**src/rtl/ddr_line_fetch_pkg.sv**
```systemverilog
`default_nettype none
// =============================================================================
// ddr_line_fetch_pkg : fetch FSM states, diag pattern constants and helper
// Rev 1.0
// =============================================================================
package ddr_line_fetch_pkg;

  typedef enum logic [2:0] {
    IDLE = 3'd0,
    REQ  = 3'd1,
    XFER = 3'd2,
    DONE = 3'd3,
    WAIT = 3'd4
  } fetch_state_e;

  localparam int DIAG_PAD_W  = 5;
  localparam int PIX_W       = 16;
  localparam int DIAG_LINE_W = PIX_W - DIAG_PAD_W;

  // Preload writes every pixel of a line with the zero-padded line number.
  function automatic logic [PIX_W-1:0] diag_pattern(input logic [DIAG_LINE_W-1:0] line);
    return {{DIAG_PAD_W{1'b0}}, line};
  endfunction

endpackage
`default_nettype wire

```
**src/rtl/ddr_line_fetch_if.sv**
```systemverilog
`default_nettype none
// =============================================================================
// ddr_line_fetch_if : DDR2 manager read port (request + returned data)
// Rev 1.0
// =============================================================================
interface ddr_line_fetch_if #(
  parameter int ROW_W  = 13,
  parameter int DATA_W = 32
);
  logic              rd_xfr_en;
  logic [ROW_W-1:0]  rd_mem_addr;
  logic              rd_xfr_ack;
  logic              rd_data_vld;
  logic [DATA_W-1:0] rd_data;

  modport master (
    output rd_xfr_en, rd_mem_addr,
    input  rd_xfr_ack, rd_data_vld, rd_data
  );

  modport slave (
    input  rd_xfr_en, rd_mem_addr,
    output rd_xfr_ack, rd_data_vld, rd_data
  );
endinterface
`default_nettype wire

```
**src/rtl/ddr_line_diag.sv**
```systemverilog
`default_nettype none
// =============================================================================
// ddr_line_diag : sticky checker of line-buffer writes against preload pattern
// Rev 1.0
// =============================================================================
module ddr_line_diag
  import ddr_line_fetch_pkg::*;
#(
  parameter int DATA_W = 32
) (
  input  logic                   clk,
  input  logic                   rst,
  input  logic                   wr_en_i,
  input  logic [DATA_W-1:0]      wr_data_i,
  input  logic [DIAG_LINE_W-1:0] line_i,
  output logic                   diag_err_o
);

  localparam int N_PIX = DATA_W / PIX_W;

  logic [PIX_W-1:0] w_expect;
  logic             w_mismatch;
  logic             diag_err_q;

  assign w_expect = diag_pattern(line_i);

  always_comb begin
    w_mismatch = 1'b0;
    for (int i = 0; i < N_PIX; i++) begin
      if (wr_data_i[i*PIX_W +: PIX_W] != w_expect) w_mismatch = 1'b1;
    end
  end

  always_ff @(posedge clk) begin
    if (rst) begin
      diag_err_q <= 1'b0;
    end else if (wr_en_i && w_mismatch) begin
      diag_err_q <= 1'b1;
    end
  end

  assign diag_err_o = diag_err_q;

endmodule
`default_nettype wire

```
**src/rtl/ddr_line_fetch.sv**
```systemverilog
`default_nettype none
// =============================================================================
// ddr_line_fetch : per-line DDR2 read scheduler into ping-pong line buffers.
// Optional LINE_DIAG_EN builds the preload pattern checker.   Rev 1.0
// =============================================================================
module ddr_line_fetch
  import ddr_line_fetch_pkg::*;
#(
  parameter int DATA_W          = 32,
  parameter int ROW_W           = 13,
  parameter int WORDS_PER_LINE  = 320,
  parameter int LINES_PER_FRAME = 480,
  parameter int FRAME_CNT_W     = 16
) (
  input  logic                              clk,
  input  logic                              rst,
  input  logic                              init_done_i,
  input  logic                              line_req_i,
  ddr_line_fetch_if.master                  rd_if,
  output logic                              lb_wr_en_o,
  output logic [$clog2(WORDS_PER_LINE):0]   lb_wr_addr_o,
  output logic [DATA_W-1:0]                 lb_wr_data_o,
  output logic                              line_ready_o,
  output logic [FRAME_CNT_W-1:0]            screen_cnt_o,
  output logic                              overrun_o,
  output logic                              diag_err_o
);

  localparam int WPL_W  = $clog2(WORDS_PER_LINE);
  localparam int LINE_W = (LINES_PER_FRAME > 1) ? $clog2(LINES_PER_FRAME) : 1;

  localparam logic [2:0] ST_IDLE = IDLE;
  localparam logic [2:0] ST_REQ  = REQ;
  localparam logic [2:0] ST_XFER = XFER;
  localparam logic [2:0] ST_DONE = DONE;
  localparam logic [2:0] ST_WAIT = WAIT;

  localparam logic [WPL_W-1:0]  LAST_WORD = WPL_W'(WORDS_PER_LINE - 1);
  localparam logic [LINE_W-1:0] LAST_LINE = LINE_W'(LINES_PER_FRAME - 1);

  logic [2:0]             state_q, state_d;
  logic [LINE_W-1:0]      line_idx_q;
  logic                   bank_q;
  logic [WPL_W-1:0]       word_cnt_q;
  logic                   wr_en_q;
  logic [WPL_W:0]         wr_addr_q;
  logic [DATA_W-1:0]      wr_data_q;
  logic                   line_ready_q;
  logic [FRAME_CNT_W-1:0] screen_cnt_q;
  logic                   overrun_q;
  logic                   w_word_acc;
  logic                   w_last_word;

  assign w_word_acc  = (state_q == ST_XFER) && rd_if.rd_data_vld;
  assign w_last_word = w_word_acc && (word_cnt_q == LAST_WORD);

  always_comb begin
    state_d = state_q;
    case (state_q)
      ST_IDLE: if (init_done_i)      state_d = ST_REQ;
      ST_REQ:  if (rd_if.rd_xfr_ack) state_d = ST_XFER;
      ST_XFER: if (w_last_word)      state_d = ST_DONE;
      ST_DONE:                       state_d = ST_WAIT;
      ST_WAIT: if (line_req_i)       state_d = ST_REQ;
      default:                       state_d = ST_IDLE;
    endcase
  end

  always_ff @(posedge clk) begin
    if (rst) begin
      state_q      <= ST_IDLE;
      line_idx_q   <= '0;
      bank_q       <= 1'b0;
      word_cnt_q   <= '0;
      wr_en_q      <= 1'b0;
      wr_addr_q    <= '0;
      wr_data_q    <= '0;
      line_ready_q <= 1'b0;
      screen_cnt_q <= '0;
      overrun_q    <= 1'b0;
    end else begin
      state_q      <= state_d;
      wr_en_q      <= w_word_acc;
      // DONE is the cycle the last word sits on the write port, so ready follows it.
      line_ready_q <= (state_q == ST_DONE);
      if (w_word_acc) begin
        wr_addr_q  <= {bank_q, word_cnt_q};
        wr_data_q  <= rd_if.rd_data;
        word_cnt_q <= word_cnt_q + WPL_W'(1);
      end
      if (state_q == ST_DONE) begin
        bank_q     <= ~bank_q;
        word_cnt_q <= '0;
        if (line_idx_q == LAST_LINE) begin
          line_idx_q   <= '0;
          screen_cnt_q <= screen_cnt_q + FRAME_CNT_W'(1);
        end else begin
          line_idx_q   <= line_idx_q + LINE_W'(1);
        end
      end
      if (line_req_i && (state_q != ST_WAIT)) overrun_q <= 1'b1;
    end
  end

  assign rd_if.rd_xfr_en   = (state_q == ST_REQ);
  assign rd_if.rd_mem_addr = ROW_W'(line_idx_q);

  assign lb_wr_en_o   = wr_en_q;
  assign lb_wr_addr_o = wr_addr_q;
  assign lb_wr_data_o = wr_data_q;
  assign line_ready_o = line_ready_q;
  assign screen_cnt_o = screen_cnt_q;
  assign overrun_o    = overrun_q;

`ifdef LINE_DIAG_EN
  ddr_line_diag #(
    .DATA_W (DATA_W)
  ) u_diag (
    .clk        (clk),
    .rst        (rst),
    .wr_en_i    (wr_en_q),
    .wr_data_i  (wr_data_q),
    .line_i     (DIAG_LINE_W'(line_idx_q)),
    .diag_err_o (diag_err_o)
  );
`else
  assign diag_err_o = 1'b0;
`endif

endmodule
`default_nettype wire
```
**src/flat_wrapper.sv**
```systemverilog
// flat-port wrapper written by rule: the top's interface ports become plain ports
module ddr_line_fetch_flat import ddr_line_fetch_pkg::*;
#(
  parameter int DATA_W          = 32,
  parameter int ROW_W           = 13,
  parameter int WORDS_PER_LINE  = 320,
  parameter int LINES_PER_FRAME = 480,
  parameter int FRAME_CNT_W     = 16
)
  (clk, rst, init_done_i, line_req_i, lb_wr_en_o, lb_wr_addr_o, lb_wr_data_o, line_ready_o, screen_cnt_o, overrun_o, diag_err_o, rd_if_rd_xfr_en, rd_if_rd_mem_addr, rd_if_rd_xfr_ack, rd_if_rd_data_vld, rd_if_rd_data);
  ddr_line_fetch_if #(.ROW_W(ROW_W), .DATA_W(DATA_W)) rd_if_i ();
  input  logic clk;
  input  logic rst;
  input  logic init_done_i;
  input  logic line_req_i;
  output logic lb_wr_en_o;
  output logic [$clog2(WORDS_PER_LINE):0] lb_wr_addr_o;
  output logic [DATA_W-1:0] lb_wr_data_o;
  output logic line_ready_o;
  output logic [FRAME_CNT_W-1:0] screen_cnt_o;
  output logic overrun_o;
  output logic diag_err_o;
  output wire logic [$bits(rd_if_i.rd_xfr_en)-1:0] rd_if_rd_xfr_en;
  output wire logic [$bits(rd_if_i.rd_mem_addr)-1:0] rd_if_rd_mem_addr;
  input wire logic [$bits(rd_if_i.rd_xfr_ack)-1:0] rd_if_rd_xfr_ack;
  input wire logic [$bits(rd_if_i.rd_data_vld)-1:0] rd_if_rd_data_vld;
  input wire logic [$bits(rd_if_i.rd_data)-1:0] rd_if_rd_data;
  assign rd_if_rd_xfr_en = rd_if_i.rd_xfr_en;
  assign rd_if_rd_mem_addr = rd_if_i.rd_mem_addr;
  assign rd_if_i.rd_xfr_ack = rd_if_rd_xfr_ack;
  assign rd_if_i.rd_data_vld = rd_if_rd_data_vld;
  assign rd_if_i.rd_data = rd_if_rd_data;
  ddr_line_fetch #(.DATA_W(DATA_W), .ROW_W(ROW_W), .WORDS_PER_LINE(WORDS_PER_LINE), .LINES_PER_FRAME(LINES_PER_FRAME), .FRAME_CNT_W(FRAME_CNT_W)) u_core (.clk(clk), .rst(rst), .init_done_i(init_done_i), .line_req_i(line_req_i), .rd_if(rd_if_i), .lb_wr_en_o(lb_wr_en_o), .lb_wr_addr_o(lb_wr_addr_o), .lb_wr_data_o(lb_wr_data_o), .line_ready_o(line_ready_o), .screen_cnt_o(screen_cnt_o), .overrun_o(overrun_o), .diag_err_o(diag_err_o));
endmodule
```
**config.mk**
```make
export PLATFORM = sky130hd
export DESIGN_NAME = ddr_line_fetch_flat
export DESIGN_NICKNAME = d
export VERILOG_FILES = /design/src/rtl/ddr_line_fetch_pkg.sv /design/src/rtl/ddr_line_fetch_if.sv /design/src/rtl/ddr_line_diag.sv /design/src/rtl/ddr_line_fetch.sv /design/src/flat_wrapper.sv
export SDC_FILE = /design/constraint.sdc
export NUM_CORES = 1
export LEC_CHECK = 0
export CAP_MARGIN = 40
export CORE_MARGIN = 2
export CORE_UTILIZATION = 41
export CTS_CLUSTER_SIZE = 8
export DETAILED_ROUTE_END_ITERATION = 16
export PLACE_DENSITY = 0.76
export SYNTH_ARGS = -nofsm -noshare
export SYNTH_HDL_FRONTEND = slang
export SYNTH_SLANG_ARGS = --single-unit
```
**constraint.sdc**
```tcl
create_clock -name clk -period 1.85 [get_ports clk]
set_input_delay 0.37 -clock clk [delete_from_list [all_inputs] [get_ports clk]]
set_output_delay 0.37 -clock clk [all_outputs]
set_load 0.02 [all_outputs]
```
==> flow_summary.toml, run 1 <==
[synthesis]
synth_edf_count = 0
synth.ff_latch_count = 83
yosys_warnings = 0
seq_area_frac_synth = 0.496
synthArstFlopShare = 0
netlist_area_sq_um = 3350
synthCells = 404
synth_area_per_cell_sq_um = 8.29
synthFlopType = "dfxtp_1"
synth_cell_types = 40

[placement]
preCtsSetupSlack_ns = -0.0569
dp_hpwl_um = 5990
placed_cells = 623
place.port_buffers = 108
place.gp.congestion = 0.804
dpl_cell_area_sq_um = 4730

[run_status]
status = "finished, violations left"
violations = "setup timing"

[floorplan]
placementRows = 32
dieArea_sq_um = 8910
die_w_um = 94.4
io_pins = 114
die_h_um = 94.4
fp.coreArea_sq_um = 7810
start_util = 0.429

[drt]
drc = 0
via_per_inst = 5.11
via_count = 3273
routedWlPerCell_um = 13.6
dr.pass1.iters = 4
drt_iter0_drc = 184
routed_wl_um = 8690
ant_nets = 0

[clock_tree]
cts-root-buf = "clkbuf_8"
clock_latency_ns = 0.34
htree_levels = 3
clock_path_buffers = 2
cts_buffers = 9
cts_tree = "done"
clock_sinks = 83
clk_pin_slew_worst_paths_ns = 0.08

[sta]
fin_hold_ws_ns = 0.298
fmax_mhz = 532
timing.final.crit_period_ns = 1.88
grt_setup_unrepaired = "true"
fin_skew_ns = 0.00642
fin_crit_sh = 1.02
setup_viol = 3
worst_slack_ns = -0.0292
finalHoldViolations = 0
slew_violations = 0
tns_ns = -0.0564

[setup_path]
crit_path_end_kind = "flip-flop"
cp_slowest_cell = "or4_4"
worstPathArrival_ns = 2.16
cp_top_family = "simple AND/OR/NAND/NOR gates"
path_class = "flip-flop to flip-flop"
rr_endpoint = "u_core.screen_cnt_o[13]"
cp.depth = 6
cp-startpoint = "u_core.line_idx_q[0]"
r2r_slack_ns = -0.03
crit_path_start_kind = "flip-flop"
rr_worst_depth = 6
crit_path_cell_trace = "ha_4 -> nand4_1 -> or4_4 -> buf_6 -> or4_4 -> a21oi_2"
cp_slowest_stage_delay_ns = 0.48
required_ns = 2.13
cp.buffers_inverters = 1
critPathMaxFanout = 6
path_common_cell = "or4_4"
crit_end = "u_core.screen_cnt_o[13]"
r2r-start = "u_core.line_idx_q[0]"

[finish]
post-route-util = 0.643
drive_above_1_share = 0.143
n_antenna_cell = 0
fin_nets = 575
fillers = 708
syn_to_final_growth_pct = 50.0
register_area_sq_um = 1680
finalNonFillerCells = 641
multi_input_area_sq_um = 1600
final_cell_area_sq_um = 5020

[job]
max_cap_violations = 0

[power_and_ir_drop]
powerDensity_nw_per_um2 = 716
ir_drop_mv = 0.501
power_mw = 3.60
p_leak_nw = 1.80

[global_routing]
grt_pass1_wl_um = 14200
overflow = 0
grtUsageTotal = 0.200
grt_max_degree = 46
first_global_vias = 3133
antenna_found_initial = 0

[min_path]
hold_path.class = "primary input to flip-flop"
==> worst min path at each step <==
stage | startpoint | end | cells past startpoint
floorplan | u_core.bank_q | u_core.lb_wr_addr_o[9] | 2
global placement | u_core.lb_wr_data_o[18] | u_core.lb_wr_data_o[18] | 2
detailed placement | u_core.lb_wr_data_o[18] | u_core.lb_wr_data_o[18] | 2
CTS | rst | u_core.line_idx_q[1] | 2
global route | rst | u_core.line_idx_q[1] | 2
finish | rst | u_core.line_idx_q[1] | 2
==> worst register-to-register path, stage by stage (launching register included) <==
cell and delay [ns]:
dfxtp_4 0.36, ha_4 0.12, nand4_1 0.10, or4_4 0.46, buf_6 0.16, or4_4 0.48
a21oi_2 0.13
==> flip-flops by register name, summed over array words and instances (netlist names) <==
register	flops
u_core.bank_q	1
u_core.state_q	3
u_core.overrun_o	1
u_core.line_idx_q	9
u_core.line_ready_o	1
u_core.lb_wr_data_o	32
u_core.word_cnt_q	9
u_core.lb_wr_en_o	1
u_core.screen_cnt_o	16
u_core.lb_wr_addr_o	10
==> layout make-up <==
| cell class | count | share of cell area |
|---|---|---|
| clock inverters | 5 | 0.0167 |
| flip-flops and latches | 83 | 0.334 |
| well taps | 102 | 0.0254 |
| multi-input cells | 290 | 0.318 |
| inverters | 4 | 0.00299 |
| clock buffers | 11 | 0.0304 |
| repair buffers | 146 | 0.273 |
==> cell families (layout without fill, tap and decap cells) <==
kind of cell,Yosys count,count (layout),synth area share
compound gates,84,84,0.137
xor+xnor,15,15,0.0392
fa+ha+maj,3,3,0.0112
buf+inv,35,166,0.0508
flops,83,83,0.496
mux,1,1,0.00299
other cells,1,5,0.00112
simple gates,182,182,0.261
==> cell usage in the layout (no fill, tap or decap), drive strengths merged, types with 4 or more instances in the layout <==
cell / count
a21oi: 63
buf: 39
clkbuf: 12
clkdlybuf4s50: 102
conb: 5
dfxtp: 83
dlymetal6s2s: 4
inv: 4
nand2: 102
nand3: 10
nand4: 9
nor2: 19
nor3: 7
o21ai: 6
o31ai: 10
or3: 5
or4: 10
xnor2: 7
xor2: 8
==> synth_stat cells (2+ instances only) <==
| master | number | area [sq um] |
|---|---|---|
| a211oi_1 | 2 | 15.0 |
| a21oi_1 | 63 | 315 |
| and3b_1 | 2 | 17.5 |
| and4_1 | 3 | 26.3 |
| buf_2 | 4 | 20.0 |
| buf_4 | 5 | 37.5 |
| buf_6 | 2 | 22.5 |
| clkbuf_1 | 19 | 71.3 |
| dfxtp_1 | 83 | 1660 |
| ha_1 | 3 | 37.5 |
| inv_1 | 4 | 15.0 |
| nand2_1 | 102 | 383 |
| nand2b_1 | 3 | 18.8 |
| nand3_1 | 10 | 50.1 |
| nand4_1 | 9 | 56.3 |
| nor2_1 | 19 | 71.3 |
| nor3_1 | 7 | 35.0 |
| nor4_1 | 2 | 12.5 |
| o21ai_0 | 6 | 30.0 |
| o31ai_1 | 10 | 75.1 |
| or3_1 | 5 | 31.3 |
| or4_1 | 10 | 75.1 |
| xnor2_1 | 7 | 61.3 |
| xor2_1 | 8 | 70.1 |
==> timing repair <==
item                       in CTS  in global routing
hold buffers                    0                  0
gates resized for setup         3                 15
setup buffers                   1                  0
setup endpoints to repair       4                 16
cloned                          1                  0
pin swaps                       6                  5
==> layer usage <==
metal | up-vias | track usage | share of wire | wire length (um)
li1 | 1639 | - | - | -
met1 | 1516 | 0.249 | 0.44 | 3860
met2 | 107 | 0.328 | 0.47 | 4110
met3 | 11 | 0.0543 | 0.071 | 616
met4 | 0 | 0.0809 | 0.011 | 98
met5 | - | 0 | 0 | 0
==> where the power goes <==
part,total (mW),internal (mW),switching [mW]
Clock,1.49,0.845,0.648
Combinational,0.285,0.145,0.140
Sequential,1.82,1.81,0.0144
Note: power is estimated with default switching activity, not from simulation.
==> run 2: changes to the inputs <==
Settings changed: CORE_UTILIZATION 41 to 49, CTS_CLUSTER_SIZE 8 to 10, PLACE_DENSITY 0.76 to 0.85.
Clock period 1.85 ns to 2.23 ns, I/O delays scaled along.
==> run 2 against run 1 <==
The run now ends clean. Power is 20% lower. Non-clock buffer count decreased by 19. Hold slack improved by 0.16 ns. Register-to-register slack improved by 0.19 ns. Via count is 2.1% lower. Core utilization grew 6.8 points. Fmax fell by 9.3%. Sequential share of layout area up 1.4 points. Critical path depth shrank 1. Combinational power decreased by 17%. Sequential power fell by 17%. Largest cell class unchanged. Largest power group unchanged. Highest routed layer unchanged.
==> flow_summary.toml, run 2 (synthesis results as in run 1) <==
[placement]
place.gp.congestion = 0.802
place.port_buffers = 108
dp_hpwl_um = 5860

[floorplan]
die_w_um = 86.7
placementRows = 30
dieArea_sq_um = 7510
die_h_um = 86.7
io_pins = 114
start_util = 0.499
fp.coreArea_sq_um = 6720

[finish]
syn_to_final_growth_pct = 42.6
largest_reg_flops = 32
fin_nets = 556
final_cell_mix = "clkdlybuf4s50_1 (106), nand2_1 (102), dfxtp_1 (83), a21oi_1 (63), nor2_1 (19)"
drive_above_1_share = 0.0808
n_antenna_cell = 0
post-route-util = 0.711
layout_commonest_cell = "clkdlybuf4s50_1"

[setup_path]
cp_slowest_cell = "or4_4"
critPathMaxFanout = 14
required_ns = 2.51
cp_slowest_stage_delay_ns = 0.60
crit_path_end_kind = "flip-flop"
cp_top_family = "simple AND/OR/NAND/NOR gates"
worstPathArrival_ns = 2.35
crit_path_cell_trace = "ha_1 -> nand4_1 -> or4_4 -> or4_1 -> a21oi_1"
path_class = "flip-flop to flip-flop"
crit_path_start_kind = "flip-flop"
cp.buffers_inverters = 0

[global_routing]
overflow = 0
first_global_vias = 3005
grtUsageTotal = 0.220
grt_pass1_wl_um = 13200
antenna_found_initial = 0
grt_max_degree = 47

[power_and_ir_drop]
p_leak_nw = 1.63
power_mw = 2.87
powerDensity_nw_per_um2 = 601
ir_drop_mv = 0.326

[clock_tree]
clk_pin_slew_worst_paths_ns = 0.09
cts-root-buf = "clkbuf_8"
cts_tree = "done"
post_cts_buffers = 0
clock_sinks = 83
htree_levels = 3
cts_buffers = 9
ctsHoldBuffers = 0
clock_latency_ns = 0.35
clock_path_buffers = 2

[sta]
slew_violations = 0
fin_skew_ns = 0.00627
worst_slew_pin_slew_ns = 0.515
grt_setup_unrepaired = "false"
tns_ns = 0
finalHoldViolations = 0
fmax_mhz = 483
fin_hold_ws_ns = 0.456
timing.final.crit_period_ns = 2.07
setup_viol = 0
max_slew_margin = 0.657
fin_crit_sh = 0.929

[drt]
via_per_inst = 5.34
routedWlPerCell_um = 13.9
drc = 0
ant_nets = 0
routed_wl_um = 8350
via_count = 3203
dr.pass1.iters = 4
drt_iter0_drc = 144

[min_path]
hold_path.class = "flip-flop to flip-flop"

[run_status]
status = "completed"

[job]
max_cap_violations = 0
## run 2: tightest hold or removal path, stage by stage (launching register included)
cell,delay (ns)
dfxtp_1,0.32
nand2_1,0.05
a21oi_1,0.05
## run 2: worst paths after layout
kind / start / endpoint / slack, ns / cells after the start
setup / recovery: u_core.line_idx_q[0] / u_core.screen_cnt_o[15] / 0.16 / 5
hold / removal: u_core.lb_wr_data_o[20] / u_core.lb_wr_data_o[20] / 0.46 / 2
setup reg to reg: u_core.line_idx_q[0] / u_core.screen_cnt_o[15] / 0.16 / 5
hold reg to reg: u_core.lb_wr_data_o[20] / u_core.lb_wr_data_o[20] / 0.46 / 2
## run 2: report_power, final
| group | leakage, nW | internal (mW) | total, mW | switching, mW |
|---|---|---|---|---|
| logic | 0.854 | 0.121 | 0.236 | 0.116 |
| registers | 0.670 | 1.50 | 1.51 | 0.0115 |
| clock network | 0.103 | 0.560 | 1.12 | 0.561 |
## run 2: area by class of cell
class / count / area (sq um)
clock buffers: 10 / 138
clock inverters: 6 / 72.6
fillers: 516 / 1940
inverters: 4 / 15.0
multi-input cells: 290 / 1560
flip-flops and latches: 83 / 1660
well taps: 80 / 100
repair buffers: 127 / 1230
## run 2: through the flow
step           area, sq um  std cells  worst slack [ns]
3_5_place_dp          4560        584            0.0486
4_1_cts               4770        600            0.0416
3_3_place_gp          4560        584             0.164
5_1_grt               4780        600            0.0729
2_1_floorplan         3360        408           0.00964
6_report              4780        600             0.159
## run 2: timing repair
item                                    4_1_cts  5_1_grt
endpoints found under the setup margin        0        4
resized for setup                             0        2
endpoints found under the hold margin         0        0
## run 2: per-layer routing
metal	global-route usage	part of all wire
met3	0.0733	0.061
met1	0.272	0.44
met5	0	0
met4	0.0710	0.0081
met2	0.363	0.49
